### src/rtl/mdu_pkg.sv
// Shared encodings for the iterative multiply/divide unit.
package mdu_pkg;

  typedef enum logic [1:0] {
    MDU_MULT  = 2'b00,
    MDU_MULTU = 2'b01,
    MDU_DIV   = 2'b10,
    MDU_DIVU  = 2'b11
  } mdu_op_e;

  typedef enum logic [1:0] {
    IDLE = 2'b00,
    CALC = 2'b01,
    SIGN = 2'b10
  } state_e;

  function automatic logic is_div(input mdu_op_e op);
    return (op == MDU_DIV) || (op == MDU_DIVU);
  endfunction

  function automatic logic is_signed_op(input mdu_op_e op);
    return (op == MDU_MULT) || (op == MDU_DIV);
  endfunction

endpackage

### src/rtl/mdu_step.sv
// One radix-2 iteration: shift-add multiply or restoring shift-subtract divide.
module mdu_step
  import mdu_pkg::*;
#(
  parameter int WIDTH = 32
) (
  input  mdu_op_e              op,
  input  logic [2*WIDTH-1:0]   acc,
  input  logic [WIDTH-1:0]     opnd,
  output logic [2*WIDTH-1:0]   acc_nxt
);

  logic [WIDTH:0] sum;
  logic [WIDTH:0] rem_sh;
  logic [WIDTH:0] diff;

  always_comb begin
    sum    = {1'b0, acc[2*WIDTH-1:WIDTH]} + {1'b0, opnd};
    rem_sh = acc[2*WIDTH-1:WIDTH-1];
    diff   = rem_sh - {1'b0, opnd};
    acc_nxt = acc;
    if (is_div(op)) begin
      // Remainder lives in the upper half, quotient bits shift in at the bottom.
      if (!diff[WIDTH]) acc_nxt = {diff[WIDTH-1:0], acc[WIDTH-2:0], 1'b1};
      else              acc_nxt = {rem_sh[WIDTH-1:0], acc[WIDTH-2:0], 1'b0};
    end else if (acc[0]) begin
      // Carry of the partial sum becomes the new top bit after the shift.
      acc_nxt = {sum, acc[WIDTH-1:1]};
    end else begin
      acc_nxt = {1'b0, acc[2*WIDTH-1:1]};
    end
  end

endmodule

### src/rtl/mdu_iter.sv
// Iterative mult/div unit with start/busy/done handshake and flush cancel.
// MDU_EARLY_TERM_EN: multiplies leave CALC once the remaining multiplier bits are zero.
module mdu_iter
  import mdu_pkg::*;
#(
  parameter int WIDTH = 32
) (
  input  logic             clk,
  input  logic             rst,
  input  logic             start,
  input  logic [1:0]       op,
  input  logic [WIDTH-1:0] a,
  input  logic [WIDTH-1:0] b,
  input  logic             cancel,
  output logic             busy,
  output logic             done,
  output logic [WIDTH-1:0] hi,
  output logic [WIDTH-1:0] lo,
  output logic             div_by_zero
);

  localparam int CNT_W = $clog2(WIDTH + 1);

  state_e              state;
  mdu_op_e             op_q;
  mdu_op_e             op_in;
  logic                sign_q, sign_r, bz_q;
  logic [WIDTH-1:0]    a_q, opnd;
  logic [2*WIDTH-1:0]  acc, step_acc, prod;
  logic [CNT_W-1:0]    cnt, cnt_nxt;
  logic                in_signed, last_step;
  logic [WIDTH-1:0]    amag, bmag, quo, rem;

  mdu_step #(.WIDTH(WIDTH)) u_step (
    .op      (op_q),
    .acc     (acc),
    .opnd    (opnd),
    .acc_nxt (step_acc)
  );

  always_comb begin
    op_in     = mdu_op_e'(op);
    in_signed = is_signed_op(op_in);
    amag      = (in_signed && a[WIDTH-1]) ? (~a + 1'b1) : a;
    bmag      = (in_signed && b[WIDTH-1]) ? (~b + 1'b1) : b;
    cnt_nxt   = cnt + CNT_W'(1);
    last_step = (cnt_nxt == CNT_W'(WIDTH));
`ifdef MDU_EARLY_TERM_EN
    // Low WIDTH-cnt_nxt bits still hold the unconsumed multiplier.
    if (!is_div(op_q) && ((step_acc[WIDTH-1:0] & ({WIDTH{1'b1}} >> cnt_nxt)) == '0))
      last_step = 1'b1;
    prod = acc >> (CNT_W'(WIDTH) - cnt);
`else
    prod = acc;
`endif
    if (sign_q) prod = ~prod + 1'b1;
    quo = sign_q ? (~acc[WIDTH-1:0] + 1'b1) : acc[WIDTH-1:0];
    rem = sign_r ? (~acc[2*WIDTH-1:WIDTH] + 1'b1) : acc[2*WIDTH-1:WIDTH];
  end

  always_ff @(posedge clk or negedge rst) begin
    if (!rst) begin
      state       <= IDLE;
      op_q        <= MDU_MULT;
      sign_q      <= 1'b0;
      sign_r      <= 1'b0;
      bz_q        <= 1'b0;
      a_q         <= '0;
      opnd        <= '0;
      acc         <= '0;
      cnt         <= '0;
      busy        <= 1'b0;
      done        <= 1'b0;
      div_by_zero <= 1'b0;
      hi          <= '0;
      lo          <= '0;
    end else begin
      done        <= 1'b0;
      div_by_zero <= 1'b0;
      case (state)
        IDLE: begin
          if (start && !cancel) begin
            op_q   <= op_in;
            a_q    <= a;
            bz_q   <= (b == '0);
            sign_q <= in_signed & (a[WIDTH-1] ^ b[WIDTH-1]);
            sign_r <= in_signed & a[WIDTH-1];
            cnt    <= '0;
            busy   <= 1'b1;
            state  <= CALC;
            if (is_div(op_in)) begin
              acc  <= {{WIDTH{1'b0}}, amag};
              opnd <= bmag;
            end else begin
              acc  <= {{WIDTH{1'b0}}, bmag};
              opnd <= amag;
            end
`ifdef MDU_EARLY_TERM_EN
            if (!is_div(op_in) && (bmag == '0)) state <= SIGN;
`endif
          end
        end
        CALC: begin
          if (cancel) begin
            state <= IDLE;
            busy  <= 1'b0;
          end else begin
            acc <= step_acc;
            cnt <= cnt_nxt;
            if (last_step) state <= SIGN;
          end
        end
        SIGN: begin
          state <= IDLE;
          busy  <= 1'b0;
          if (!cancel) begin
            done <= 1'b1;
            if (!is_div(op_q)) begin
              {hi, lo} <= prod;
            end else if (bz_q) begin
              lo          <= '1;
              hi          <= a_q;
              div_by_zero <= 1'b1;
            end else begin
              hi <= rem;
              lo <= quo;
            end
          end
        end
        default: begin
          state <= IDLE;
          busy  <= 1'b0;
        end
      endcase
    end
  end

endmodule
### config.mk
export PLATFORM = sky130hd
export DESIGN_NAME = mdu_iter
export DESIGN_NICKNAME = d
export VERILOG_FILES = /design/src/rtl/mdu_pkg.sv /design/src/rtl/mdu_step.sv /design/src/rtl/mdu_iter.sv
export SDC_FILE = /design/constraint.sdc
export NUM_CORES = 1
export LEC_CHECK = 0
export CAP_MARGIN = 30
export CORE_UTILIZATION = 30
export CTS_CLUSTER_SIZE = 14
export DETAILED_ROUTE_END_ITERATION = 16
export GPL_ROUTABILITY_DRIVEN = 0
export HOLD_SLACK_MARGIN = 0.06
export PLACE_DENSITY = 0.56
export SLEW_MARGIN = 25
export SYNTH_ARGS = -nofsm -noshare
export SYNTH_HDL_FRONTEND = slang
export SYNTH_SLANG_ARGS = --single-unit
### constraint.sdc
create_clock -name clk -period 5.8 [get_ports clk]
set_input_delay 1.16 -clock clk [delete_from_list [all_inputs] [get_ports clk]]
set_output_delay 1.16 -clock clk [all_outputs]
set_load 0.05 [all_outputs]
==> results of run 1 <==
logic make-up after synthesis:
kind of cell | Yosys count | synth area share [%]
buf+inv | 216 | 4.95
simple gates | 725 | 19.4
compound gates | 657 | 23.2
mux | 96 | 5.82
flops | 207 | 30.8
xor+xnor | 200 | 10.5
fa+ha+maj | 71 | 5.37
tightest hold or removal path, cell delays in order (launching register included):
cell     delay (ns)
dfrtp_1        0.34
nand2_1        0.05
nand2_1        0.05
worst paths after layout:
kind | startpoint | end | slack, ns | cells past startpoint
worst min-delay path | hi[29] | hi[29] | 0.47 | 2
worst min register to register | hi[29] | hi[29] | 0.47 | 2
worst max register to register | acc[32] | acc[35] | 1.64 | 13
worst max-delay path | acc[32] | acc[35] | 1.64 | 13
min in group asynchronous | rst | done | 0.59 | 1
max in group asynchronous | rst | acc[40] | 4.02 | 2
registers in the layout, summed over array words and instances (netlist names):
register	count
div_by_zero	1
bz_q	1
acc	64
opnd	32
sign_q	1
cnt	6
busy	1
state	2
op_q	1
a_q	32
lo	32
done	1
sign_r	1
hi	32
metrics by stage:
stage	power (mW)	setup slack, ns	util, %
floorplan	5.34	2.38	-
global placement	6.53	1.47	34.1
detailed placement	6.58	1.42	34.1
CTS	8.36	1.67	35.7
global route	8.99	1.31	35.7
finish	8.40	1.64	35.7
cells in the mapped netlist, types with 13 or more instances:
master	n	area [sq um]
a31oi_1	19	119
nand3_1	28	140
nand2b_1	21	131
a211oi_1	21	158
ha_1	69	863
mux2_2	15	169
a21o_1	37	278
o221ai_1	14	123
mux2i_1	81	811
dfrtp_1	207	5180
nand4_1	13	81.3
o31ai_1	17	128
a21oi_1	227	1140
inv_1	69	259
nor3_1	45	225
buf_1	14	52.6
nor2_1	208	781
nor2b_1	13	81.3
or4_1	18	135
o21ai_0	208	1040
nand2_1	301	1130
or3_1	18	113
clkbuf_1	119	447
o211ai_1	19	143
and3_1	14	87.6
xor2_1	98	858
xnor2_1	101	885
metal layers:
layer | GRT usage (%) | up-vias | wire [microns]
met4 | 10.1 | 0 | 3220
met2 | 34.0 | 648 | 28100
met5 | 0 | - | 0
met3 | 3.72 | 128 | 4430
met1 | 29.8 | 7851 | 27800
li1 | - | 7751 | -
where the power goes:
group	internal [mW]	switching, mW	total [mW]
combinational	1.83	2.56	4.39
sequential	1.67	0.596	2.27
clock	1.05	0.695	1.74
final cells by class:
cell class                      instances  area share [%]
Clock buffer                           36            3.84
Tap cell                              748            4.74
Clock inverter                         12           0.779
Sequential cell                       207            26.3
Timing Repair Buffer                  165            8.12
Inverter                               72            1.37
Multi-Input combinational cell       1749            54.9
==> results.md, run 1 <==
* Hold slack at roughly 0.47 ns
* Critical Path Sink Type: register
* Layout filler cell count at between 5000 and 6000
* Port Buffers at ~140
* Initial Util at 30.4%
* Die width at 239 microns
* Final Hold Viols at 0
* Status: finished clean
* Startpoint Class: register
* First-pass GRT wire length at between 90 and 100 mm
* Row count at 86
* DR vias/cell at between 5 and 6
* Max stage delay on crit path at roughly 0.51 ns
* Final nets at approximately 2400
* Sequential area share after synthesis at 30.8%
* Post-route ant nets at 0
* Maximum fanout along the worst path at 40
* Minimum clock period at around 4.2 ns
* Reg clk slew, reported paths at roughly 0.060 ns
* Initial antenna violation count at 0
* Slew @ Worst Pin at a little over 0.9 ns
* Post-synth EDFFs at 0
* Total GRT Usage at roughly 22%
* Synth Net Count at 2313
* DRT Pass-1 Iters at 5
* Setup fix buffers added after clock tree synthesis at 0
* Rel. slew slack at a little under two fifths
* Final setup fails at 0
* Area delta synth->final at 17.4%
* Unrepaired setup endpoints after global routing: false
* Most frequent cells in the layout: nand2_1, a21oi_1, o21ai_0
* Max-Cap Viols at 0
* Non-Filler Instances at ~3000
* Hold Buf Count CTS at 0
* P_leak at around 8.4 nW
* Slowest stage cell, crit path: dfrtp_1
* Cell mode on critical path: a21oi_1
* Final HPWL from detailed placement at between 40 and 50 mm
* Most common cell after layout, fill and taps aside: nand2_1
* VDD IR max at around 0.25 mV
* H-tree depth at 1
* Fin. max-slew vios at 0
* Drt total wl at ~64 mm
* Fin Setup TNS at 0 ns
* Top FF cell, synth: dfrtp_1
* Number of diodes at 0
* Gate Count Post-Synth at about 2200
* Synth async-reset ratio at 100%
* I/O pin count at between 100 and 150
* Synth unique cells at between 70 and 80
* Design Area, Final at between 15000 and 20000 sq um
* Worst skew pair latency at between 0.5 and 0.6 ns
* Crit Path Class: reg2reg
* Multi-input gate area at 10800 sq um
* Vias at ~16000
* Flops & latches, synth at about 210
* CP Cell Sequence: inv_1, fa_1, nand2b_1, a21oi_1, nor2_1, o211ai_1, a221oi_1, a211oi_1, xor2_4, buf_12, mux2_2, a21oi_1, o21ai_0
* Final period util at a little under three quarters
* Total congestion overflow at 0
* Initial DRC Count at 1302
* Largest net degree at the start of global routing at around 120
* Hold WC Path Type: reg2reg
* WP data required at around 6.2 ns
* Mapped Area at roughly 17000 sq um
* # DRC at 0
* Die area at roughly 57000 sq um
* CTS tree: yes
* Power per cell area at around 430 nW/um^2
* Die height at about 240 microns
* Crit path DAT at between 4 and 5 ns
* Core area at about 55000 sq um
* Total CTS buffers at 26
* CTS sink count at approximately 210
* Fmax at around 240 MHz
* Largest delay share family, worst path: compound AO/OA/AOI/OAI gates
* Share of cells above drive strength 1 at ~5.4%
* Root Buffer: clkbuf_16
* Worst Path Buf+Inv at 2
* Vias in the first global route at 15700
* YS warnings at 0
* Area after DPL at about 19000 sq um
* Reg area at roughly 5200 sq um
* Clock skew at between 0.01 and 0.015 ns
* Clk buf depth at 3
* DR WL/cell at 21.2 microns
* PostCTS Resize Cnt at 0
* Placed Cells at 2941
* Avg Inst Size Synth at 7.75 sq um
Power figures use the tool's default switching activity.
==> run 2: changes to the inputs <==
--- a/config.mk
+++ b/config.mk
@@ -11,7 +11,7 @@
 export DETAILED_ROUTE_END_ITERATION = 16
 export GPL_ROUTABILITY_DRIVEN = 0
 export HOLD_SLACK_MARGIN = 0.06
-export PLACE_DENSITY = 0.56
+export PLACE_DENSITY = 0.57
 export SLEW_MARGIN = 25
 export SYNTH_ARGS = -nofsm -noshare
 export SYNTH_HDL_FRONTEND = slang
==> constraint.sdc (replaced) <==
create_clock -name clk -period 3.4 [get_ports clk]
set_input_delay 0.68 -clock clk [delete_from_list [all_inputs] [get_ports clk]]
set_output_delay 0.68 -clock clk [all_outputs]
set_load 0.05 [all_outputs]
==> run 2 against run 1 <==
  * Clock skew increased by 0.0072 ns
  * Maximum frequency increased by 25%
  * Hold slack got worse by 0.30 ns
  * Design area rose by 10%
  * Via count rose by 5.2%
  * Critical endpoint is now hi[21]
  * Highest routed layer unchanged
==> results.md, run 2 (synthesis results as in run 1) <==
* Initial DRC Count at roughly 1500
* Final Power at about 16 mW
* Fmax at between 300 and 400 MHz
* Total CTS buffers at 27
* Crit. path cell count at 12
* Layout filler cell count at 5645
* Slowest stage cell, crit path: or4_1
* WP data required at 3.91 ns
* Crit Path Class: reg2reg
* CTS sink count at between 200 and 250
* Hold Buf Count CTS at 0
* Startpoint Class: register
* Die height at between 200 and 250 microns
* Final Hold Viols at 0
* Root Buffer: clkbuf_16
* Total congestion overflow at 0
* Pre-CTS setup slack at -0.149 ns
* Final nets at approximately 2600
* Most flop-heavy register: acc
* Vias at between 15000 and 20000
* I/O pin count at 137
* Clk buf depth at 3
* Row count at between 80 and 90
* Final period util at between 90% and 100%
* Worst r2r src: acc[6]
* Final setup fails at 0
* Final setup margin at around 0.070 ns
* Unrepaired setup endpoints after global routing: true
* Critical Path Sink Type: register
* Worst r2r path cells at 12
* Reg clk slew, reported paths at approximately 0.060 ns
* Worst skew pair latency at about 0.57 ns
* VDD IR max at ~0.3 mV
* Largest net degree at the start of global routing at ~110
* Most frequent cells in the layout: nand2_1, buf_4, a21oi_1
* CTS tree: yes
* Share of power burned in registers at 20.4%
* Final HPWL from detailed placement at roughly 50 mm
* Hold WC Path Type: in2async
* Worst Path Buf+Inv at 3
* Design Area, Final at about 22000 sq um
* Port Buffers at 136
* Vias in the first global route at approximately 17000
* CP Cell Sequence: or4_1, nor4_4, buf_4, nand4_1, buf_4, or2_1, buf_4, or2_1, a31oi_1, o2111ai_1, a21oi_1, a21o_1
* Die width at between 200 and 250 microns
* DR vias/cell at 5.37
* Crit path DAT at approximately 3.8 ns
* Initial antenna violation count at 0
* Maximum fanout along the worst path at 7
* Die area at about 57000 sq um
* Post-route ant nets at 0
* Fin Setup TNS at 0 ns
* Drt total wl at roughly 65 mm
* FF-to-FF End: hi[21]
* DRT Pass-1 Iters at 5
* Minimum clock period at about 3.3 ns
* Initial Util at a little under a third
* Rel. slew slack at 38.9%
* Max-Cap Viols at 0
* Sw Share at about 44%
* DR WL/cell at between 20 and 25 microns
* Max stage delay on crit path at about 0.61 ns
* Max reg flops at between 60 and 70
* Cell mode on critical path: buf_4
* Core area at between 50000 and 60000 sq um
* H-tree depth at 1
* Clock share of power at between 10% and 20%
* Combinational power share at between 50 and 60%
* P_leak at ~9.6 nW
* Largest delay share family, worst path: simple AND/OR/NAND/NOR gates
* Total GRT Usage at 22.4%
* Most common cell after layout, fill and taps aside: nand2_1
* Area delta synth->final at 29.6%
* Slew @ Worst Pin at slightly above 0.9 ns
* Share of cells above drive strength 1 at between 10% and 20%
* Area after DPL at roughly 20000 sq um
* Int Power at a little over 9 mW
* Number of diodes at 0
* CP Capture Point: hi[21]
* First-pass GRT wire length at around 99 mm
* FF-to-FF setup slack at roughly 0.07 ns
* Power per cell area at 756 nW/um^2
* Worst Setup SP: acc[6]
* Clock skew at 0.0193 ns
* Fin. max-slew vios at 0
* Status: finished clean
* Switch Pwr at between 7 and 8 mW
* # DRC at 0
[run 2: cell types whose count changed in the layout (fill, tap and decap cells not counted), moves of 5 or more]
cell      before  now
a21oi_2        1    7
o21ai_0      208  201
o21ai_1        7   13
a21oi_1      226  220
buf_4         27  238
buf_12         2    7
a211oi_1      21   16
a211oi_2       0    5
[run 2: metal layers]
layer | wire length (microns) | up-vias | global-route usage (%) | share of wire, %
li1 | - | 8205 | - | -
met1 | 28700 | 8174 | 30.3 | 44
met2 | 28300 | 704 | 34.2 | 43
met3 | 4620 | 149 | 3.26 | 7.1
met4 | 3800 | 0 | 12.2 | 5.8
met5 | 0 | - | 0 | 0
[run 2: worst register-to-register path: stages, from the launching register on]
cell	delay, ns
dfrtp_1	0.38
or4_1	0.61
nor4_4	0.29
buf_4	0.16
nand4_1	0.11
buf_4	0.19
or2_1	0.31
buf_4	0.21
or2_1	0.29
a31oi_1	0.19
o2111ai_1	0.13
a21oi_1	0.30
a21o_1	0.13
[run 2: final cells by class]
cell class	count	area, sq um	share of cell area (%)
Sequential cell	207	5190	23.8
Tap cell	748	936	4.29
Clock buffer	37	763	3.50
Timing Repair Buffer	386	3390	15.6
Multi-Input combinational cell	1749	11000	50.6
Inverter	72	270	1.24
Clock inverter	12	223	1.02
[run 2: power by group through the flow]
stage	Sequential, mW	Combinational, mW	Clock (mW)
2_1_floorplan	3.23	5.88	0
3_3_place_gp	3.38	8.80	0
3_5_place_dp	3.39	8.91	0
4_1_cts	3.35	9.11	3.27
5_1_grt	3.42	10.7	3.36
6_report	3.37	9.89	3.23
[run 2: through the flow]
stage          instances  util (%)  hold WS, ns
2_1_floorplan       2172         -        0.384
3_3_place_gp        3147      36.9        0.459
3_5_place_dp        3147      36.9        0.473
4_1_cts             3198      38.8        0.210
5_1_grt             3211      39.4        0.240
6_report            3211      39.4        0.171
[run 2: how the worst min path moves through the flow]
stage / start / slack (ns) / cells after the start / end
6_report: rst / 0.17 / 1 / lo[0]
3_3_place_gp: a_q[28] / 0.46 / 2 / a_q[28]
4_1_cts: rst / 0.21 / 1 / done
3_5_place_dp: hi[23] / 0.47 / 2 / hi[23]
5_1_grt: rst / 0.24 / 1 / lo[0]
2_1_floorplan: rst / 0.38 / 0 / a_q[0]
[run 2: what timing repair did]
| item | in CTS | in global routing |
|---|---|---|
| hold endpoints to repair | 0 | 0 |
| gates resized for setup | 6 | 55 |
| buffers inserted | 1 | 11 |
| setup endpoints to repair | 14 | 35 |
| cloned | 1 | 2 |
| pin swaps | 1 | 23 |
